===== src/rtl/dmem_arb_pkg.sv =====
// Shared types and defaults for the data-memory arbiter.
// Optional build macro: DMEM_ARB_FIXED_PRIO_EN (fixed m0-first priority instead of round-robin).
package dmem_arb_pkg;

  localparam int DEF_ADDR_W = 8;
  localparam int DEF_DATA_W = 32;

  typedef enum logic [1:0] {
    ST_IDLE = 2'd0,
    ST_ADDR = 2'd1,
    ST_DATA = 2'd2
  } state_t;

  typedef enum logic {
    ID_M0 = 1'b0,
    ID_M1 = 1'b1
  } req_id_t;

endpackage


===== src/rtl/rr_arb2.sv =====
// Combinational two-way picker producing a one-hot grant.
// With DMEM_ARB_FIXED_PRIO_EN defined m0 always wins; otherwise round-robin on the last grant.
module rr_arb2
  import dmem_arb_pkg::*;
(
  input  logic [1:0] req,
`ifndef DMEM_ARB_FIXED_PRIO_EN
  input  req_id_t    last,
`endif
  output logic [1:0] gnt
);

  always_comb begin
    gnt = 2'b00;
`ifdef DMEM_ARB_FIXED_PRIO_EN
    if (req[0]) begin
      gnt = 2'b01;
    end else if (req[1]) begin
      gnt = 2'b10;
    end
`else
    // On a tie the requester that did not win last time goes next.
    if (req == 2'b11) begin
      gnt = (last == ID_M1) ? 2'b01 : 2'b10;
    end else begin
      gnt = req;
    end
`endif
  end

endmodule


===== src/rtl/dmem_arbiter.sv =====
// Shares one synchronous single-port data memory between two requesters (m0, m1),
// sequencing each access as ADDR then DATA. Macro DMEM_ARB_FIXED_PRIO_EN selects fixed priority.
module dmem_arbiter
  import dmem_arb_pkg::*;
#(
  parameter int ADDR_W = DEF_ADDR_W,
  parameter int DATA_W = DEF_DATA_W
) (
  input  logic              clk,
  input  logic              rst,
  input  logic              m0_req,
  input  logic              m0_we,
  input  logic [ADDR_W-1:0] m0_addr,
  input  logic [DATA_W-1:0] m0_wdata,
  output logic              m0_gnt,
  output logic              m0_rvalid,
  output logic [DATA_W-1:0] m0_rdata,
  input  logic              m1_req,
  input  logic              m1_we,
  input  logic [ADDR_W-1:0] m1_addr,
  input  logic [DATA_W-1:0] m1_wdata,
  output logic              m1_gnt,
  output logic              m1_rvalid,
  output logic [DATA_W-1:0] m1_rdata,
  output logic [ADDR_W-1:0] mem_addr,
  output logic [DATA_W-1:0] mem_data,
  output logic              mem_wren,
  input  logic [DATA_W-1:0] mem_q,
  output logic [1:0]        dbg_state
);

  // Handshake: a requester holds req and its payload until it sees gnt (one cycle,
  // during ADDR); the payload is latched by then, so it must drop req or present a
  // new payload in the following cycle, otherwise the same access is repeated.

  state_t            state;
  state_t            state_nxt;
  logic [1:0]        req;
  logic [1:0]        pick;
  logic              take;
  logic [1:0]        gnt_q;
  logic              lat_we;
  logic [ADDR_W-1:0] lat_addr;
  logic [DATA_W-1:0] lat_wdata;
  req_id_t           lat_id;

  assign req  = {m1_req, m0_req};
  // Arbitration happens only at the edge leaving IDLE or DATA.
  assign take = ((state == ST_IDLE) || (state == ST_DATA)) && (req != 2'b00);

`ifdef DMEM_ARB_FIXED_PRIO_EN
  rr_arb2 u_pick (
    .req (req),
    .gnt (pick)
  );
`else
  req_id_t last_id;

  rr_arb2 u_pick (
    .req  (req),
    .last (last_id),
    .gnt  (pick)
  );

  always_ff @(posedge clk or posedge rst) begin
    if (rst) begin
      last_id <= ID_M1;
    end else if (take) begin
      last_id <= pick[1] ? ID_M1 : ID_M0;
    end
  end
`endif

  always_ff @(posedge clk or posedge rst) begin
    if (rst) begin
      state <= ST_IDLE;
    end else begin
      state <= state_nxt;
    end
  end

  always_comb begin
    state_nxt = state;
    case (state)
      ST_IDLE: if (take) state_nxt = ST_ADDR;
      ST_ADDR: state_nxt = ST_DATA;
      ST_DATA: state_nxt = take ? ST_ADDR : ST_IDLE;
      default: state_nxt = ST_IDLE;
    endcase
  end

  always_ff @(posedge clk or posedge rst) begin
    if (rst) begin
      gnt_q     <= 2'b00;
      lat_we    <= 1'b0;
      lat_addr  <= '0;
      lat_wdata <= '0;
      lat_id    <= ID_M0;
    end else begin
      gnt_q <= take ? pick : 2'b00;
      if (take) begin
        lat_id    <= pick[1] ? ID_M1 : ID_M0;
        lat_we    <= pick[1] ? m1_we : m0_we;
        lat_addr  <= pick[1] ? m1_addr : m0_addr;
        lat_wdata <= pick[1] ? m1_wdata : m0_wdata;
      end
    end
  end

  // Write strobe decodes straight from state so an async reset kills it at once.
  always_comb begin
    mem_wren  = 1'b0;
    mem_data  = '0;
    m0_rvalid = 1'b0;
    m1_rvalid = 1'b0;
    m0_rdata  = '0;
    m1_rdata  = '0;
    if (state == ST_DATA) begin
      mem_wren = lat_we;
      mem_data = lat_wdata;
      if (!lat_we) begin
        if (lat_id == ID_M0) begin
          m0_rvalid = 1'b1;
          m0_rdata  = mem_q;
        end else begin
          m1_rvalid = 1'b1;
          m1_rdata  = mem_q;
        end
      end
    end
  end

  // The latched address is stable through ADDR/DATA and holds its value in IDLE.
  assign mem_addr  = lat_addr;
  assign m0_gnt    = gnt_q[0];
  assign m1_gnt    = gnt_q[1];
  assign dbg_state = state;

endmodule

===== config.mk =====
export PLATFORM = sky130hd
export DESIGN_NAME = dmem_arbiter
export DESIGN_NICKNAME = d
export VERILOG_FILES = /design/src/rtl/dmem_arb_pkg.sv /design/src/rtl/rr_arb2.sv /design/src/rtl/dmem_arbiter.sv
export SDC_FILE = /design/constraint.sdc
export NUM_CORES = 1
export LEC_CHECK = 0
export ABC_CLOCK_PERIOD_IN_PS = 1600
export BUFFER_PORTS_ARGS = -buffer_cell sky130_fd_sc_hd__buf_2
export CAP_MARGIN = 25
export CORE_MARGIN = 2
export CORE_UTILIZATION = 39
export CTS_BUF_LIST = sky130_fd_sc_hd__clkbuf_16
export DETAILED_ROUTE_END_ITERATION = 10
export PLACE_DENSITY = 0.8
export SYNTH_ARGS = -nofsm -noshare
export SYNTH_HDL_FRONTEND = slang
export SYNTH_SLANG_ARGS = --single-unit

===== constraint.sdc =====
create_clock -name clk -period 1.6 [get_ports clk]
set_input_delay 0 -clock clk [delete_from_list [all_inputs] [get_ports clk]]
set_output_delay 0 -clock clk [all_outputs]
set_load 0.02 [all_outputs]

# --- Word level (Yosys, flattened, before mapping) ---
# Index checks and enable logic that the tools add are counted.
word_totals:
  register_bits: 47
  in_bits: 118
  out_inout_bits: 111
classes:
  n_eq_ne: 4
  n_mux: 24
  reduce_logical: 4
op_table:
  columns: ["operator", "count"]
  rows:
  - ["two-way mux 32 bit", 8]
  - ["two-way mux 1 bit", 10]
  - ["two-way mux 2 bit", 4]
  - ["two-way mux 8 bit", 1]
  - ["one-hot mux 2 bit (3 select lines)", 1]
  - ["equality test 2 bit, second input constant", 2]
  - ["equality test 2 x 1 -> 1 bit, second input constant", 1]
  - ["zero test 2 bit", 1]
  - ["inequality test 2 bit, second input constant", 1]
  - ["nonzero test 2 bit", 1]
  - ["logical AND 1 bit", 1]
  - ["logical OR 1 bit", 1]

# --- Depth between registers and ports, before layout ---
logic_depth:
  word_depth: 5
  mapped_depth: 5

# --- By module ---
# A second synthesis with hierarchy kept.
unflattened:
  hier_cells: 258
  area_unflattened_um2: 3139.3
by_module_without_submodules:
  columns: ["mod", "n_inst", "cells_per_inst", "area_per_inst_um2"]
  rows:
  - ["dmem_arbiter", 1, 255, 3120.5]
  - ["rr_arb2", 1, 3, 18.8]

# --- Worst setup path before layout ---
# OpenSTA, ideal clock, no wires.
synth_timing:
  path_type: "register to output"
  from: "register state[0], in the netlist dbg_state[0]"
  to: "output m0_rdata[22]"
  arrival_ns: 1.417
  path_slack_ns: 0.183
  stages_incl_launch_ff: 5
  n_path_buf: 1
  path_cell_list: "dfrtp_1 -> nor2b_4 -> nor3b_4 -> buf_6 -> and2_1"
synth_via:
  elab_chain_cells: 2
synth_lines:
  columns: ["element", "line", "text"]
  rows:
  - ["start, declared", "dmem_arbiter.sv:36", "state_t state;"]
  - ["start signal, assigned", "dmem_arbiter.sv:78", "state <= state_nxt;"]
  - ["equality test 2 bit", "dmem_arbiter.sv:118", "if (state == ST_DATA) begin"]
  - ["two-way mux 32 bit", "dmem_arbiter.sv:118", null]
  - ["end, declared", "dmem_arbiter.sv:17", "output logic [DATA_W-1:0] m0_rdata,"]
# Every way passes these cells.

# --- Worst setup path after layout ---
layout_timing:
  from: "register state[0], in the netlist dbg_state[0]"
  to: "output m1_rdata[2]"
layout_via:
  elab_chain_cells: 2
layout_lines:
  columns: ["element", "line", "text"]
  rows:
  - ["equality test 2 bit", "dmem_arbiter.sv:118", null]
  - ["two-way mux 32 bit", "dmem_arbiter.sv:118", null]
  - ["end, declared", "dmem_arbiter.sv:24", "output logic [DATA_W-1:0] m1_rdata,"]
# Every way passes these cells.

==> run summary <==
Status - complete, but fails checks
Failing checks - negative setup slack
Ys Warns - 0
GP Congestion - 0.730
Yosys cell types - 21
IO Count - 229
Max-Cap Viols - 0
Mapped Area - 2820 um2
Unrepaired setup endpoints after global routing - yes
Die Width - 89.0 um
Crit path kind - reg -> out
Share of cells above drive strength 1 - 0.471
Overall routing resource usage - 0.308
Via density - 5.20
CP Max Fanout - 8
Worst-path cell chain - nor2b_4, nor3b_4, buf_4, clkbuf_16, and2_1, buf_4
CTS tree - yes
Initial DRC count - 307
Crit path time final - 1.65 ns
DP HPWL - 7050 um
PnR worst setup slack - -0.0473 ns
Clock Path Buffers - 2
Post-Place Worst Slack - 0.223 ns
IO Port Bufs - 228
FP Rows - 30
R2R Path Start - dbg_state[0]$_DFFE_PP0P_
Worst setup path startpoint - dbg_state[0]$_DFFE_PP0P_
Setup-failing EPs final - 60
Area growth from synthesis to layout - 100%
Finished Layout Cells - 761
Max Freq - 0.607 GHz
Via count - 3,956
Final Hold Vio Count - 0
CP required - 1.60 ns
Crit path top cell by count - buf_4
Rel. slew slack - 0.681
Die area - 7920 um2
Antenna violations before repair - 0
VDD IR max - 570 uV
Post-Synthesis Mean Instance Area - 8.02 um2
DRC errors left - 0
Crit Reg-Reg Endpoint - lat_wdata[17]$_DFFE_PP0P_
Clk Latency, worst-skew pair - 0.28 ns
Total Wirelength - 14,100 um
Period Utilization, post-route - 1.03
Critical Path Max Stage Delay - 0.42 ns
Routed Antenna Nets - 0
Total power - 4590 uW
DIE HEIGHT - 89.0 um
Hold path depth - 3
Global-route wire length before repair - 18,400 um
Largest net degree at the start of global routing - 65
Placed Instances - 658
Pwr dens - 814 nW/um2
Tightest Pin Transition - 0.478 ns
Congestion Overflow GR - 0
Worst Reg2Reg Path Length in Cells - 5
#FFs+latches synth - 47
Initial core utilization - 0.408
Critical Path Start Type - flip-flop
Post-Syn Nets - 469
Vias in the first global route - 3,687
Clock Sinks - 47
Final slew viol count - 0
Avg WL per Cell - 18.5 um
Gate Count Post-Synth - 351
CP max stage cell - dfrtp_2
Fin util - 0.816
CP Data Arrival Time - 1.65 ns
Clock-pin transition on the worst setup and hold timing paths - 0.06 ns
Root Buffer - clkbuf_16
Crit. End Element - output port
Critical Path End - m1_rdata[2]
Core area - 6910 um2
Leak Pwr - 0.00290 uW
Max H-tree Level - 2
Nets - 782
Worst hold path type - in -> reg
R2r setup slk - 0.13 ns
Sequential fraction of the synthesis area - 0.418
Worst Skew - 0.00534 ns
First drt pass iteration count - 5
Antenna Cells - 0
CTS Buf Count - 5
## metal layers
metal | up-vias | wire (um) | GRT usage | part of all wire
li1 | 1751 | - | - | -
met1 | 1821 | 4780 | 0.335 | 0.34
met2 | 315 | 7100 | 0.548 | 0.50
met3 | 69 | 1580 | 0.0822 | 0.11
met4 | 0 | 639 | 0.157 | 0.045
met5 | - | 0 | 0 | 0
## cells by family (layout without fill, tap and decap cells)
group | Yosys count | count (layout) | synth area share
AND/OR/NAND/NOR | 227 | 227 | 0.405
AO/OA/AOI/OAI | 47 | 47 | 0.109
flip-flops | 47 | 47 | 0.418
buffers and inverters | 30 | 344 | 0.0680
## cells in the mapped netlist
library cell   n  area (um2)
buf_4          2        15.0
nor2b_1        1        6.26
a22o_1         1        8.76
dfrtp_1       46        1150
clkbuf_1       3        11.3
o21ba_2        1        10.0
a21bo_2        1        10.0
a21oi_1        1        5.00
buf_2         15        75.1
o22ai_1        1        6.26
a21boi_2       1        11.3
nor2_1        43         161
dfstp_2        1        26.3
nand2b_1       1        6.26
inv_1          3        11.3
a31oi_1       41         257
nand2_1       82         308
nor2b_4        1        13.8
nor3b_4        2        37.5
buf_6          7        78.8
and2_1        97         607
## repair_timing
action | 4_1_cts | 5_1_grt
endpoints found under the setup margin | 64 | 65
hold buffers | 84 | 0
resized for setup | 17 | 154
cloned | 1 | 4
setup buffers | 2 | 5
pin swaps | 0 | 18
hold endpoints to repair | 60 | 0
## placed cells by master, fill, tap and decap left out, types with 2 or more instances in the layout
master	instances
a31oi_1	41
and2_1	49
and2_4	48
buf_12	4
buf_2	164
buf_4	24
buf_6	54
clkbuf_16	6
dfrtp_1	45
dlygate4sd3_1	84
inv_1	2
nand2_1	82
nor2_1	43
nor3b_4	2
## critical path, delay by kind of cell (launching register included)
family | cells | cell delay (ns)
buffers and inverters | 3 | 0.44
flip-flops | 1 | 0.42
AND/OR/NAND/NOR | 3 | 0.50
## state kept, by name (all words and copies together), names as in the netlist
register / count
dbg_state: 2
lat_id: 1
lat_wdata: 32
last_id: 1
mem_addr: 8
gnt_q: 2
lat_we: 1
## power by group
part           total [uW]  internal, uW  leakage (uW)  switching [uW]
Clock                1150           729     0.0000812             425
Sequential           1630          1450      0.000533             172
Combinational        1810           826       0.00229             982
## through the flow
step                cell area (um2)  hold WS [ns]  setup TNS, ns
floorplan                      2820        0.0886              0
global placement               4040        0.0335              0
detailed placement             4040        0.0420              0
CTS                            5130        0.0167         -0.178
global route                   5640        0.0280          -6.26
finish                         5640        0.0212          -1.21
## how the worst min path moves through the flow
stage,startpoint,to,slack (ns)
after floorplan,m1_req,gnt_q[0]$_DFF_PP0_,0.09
after global placement,rst,lat_wdata[19]$_DFFE_PP0P_,0.03
after detailed placement,rst,lat_wdata[19]$_DFFE_PP0P_,0.04
after CTS,m0_req,gnt_q[0]$_DFF_PP0_,0.02
after global routing,m0_req,gnt_q[0]$_DFF_PP0_,0.03
final,m0_req,gnt_q[0]$_DFF_PP0_,0.02
## cell type report
type                            count  area, um2
Fill cell                         394       1270
Sequential cell                    47       1180
Clock inverter                      3       38.8
Inverter                            3       11.3
Multi-Input combinational cell    274       1570
Tap cell                           96        120
Timing Repair Buffer              333       2600
Clock buffer                        5        125
Note: power is estimated with default switching activity, not from simulation.
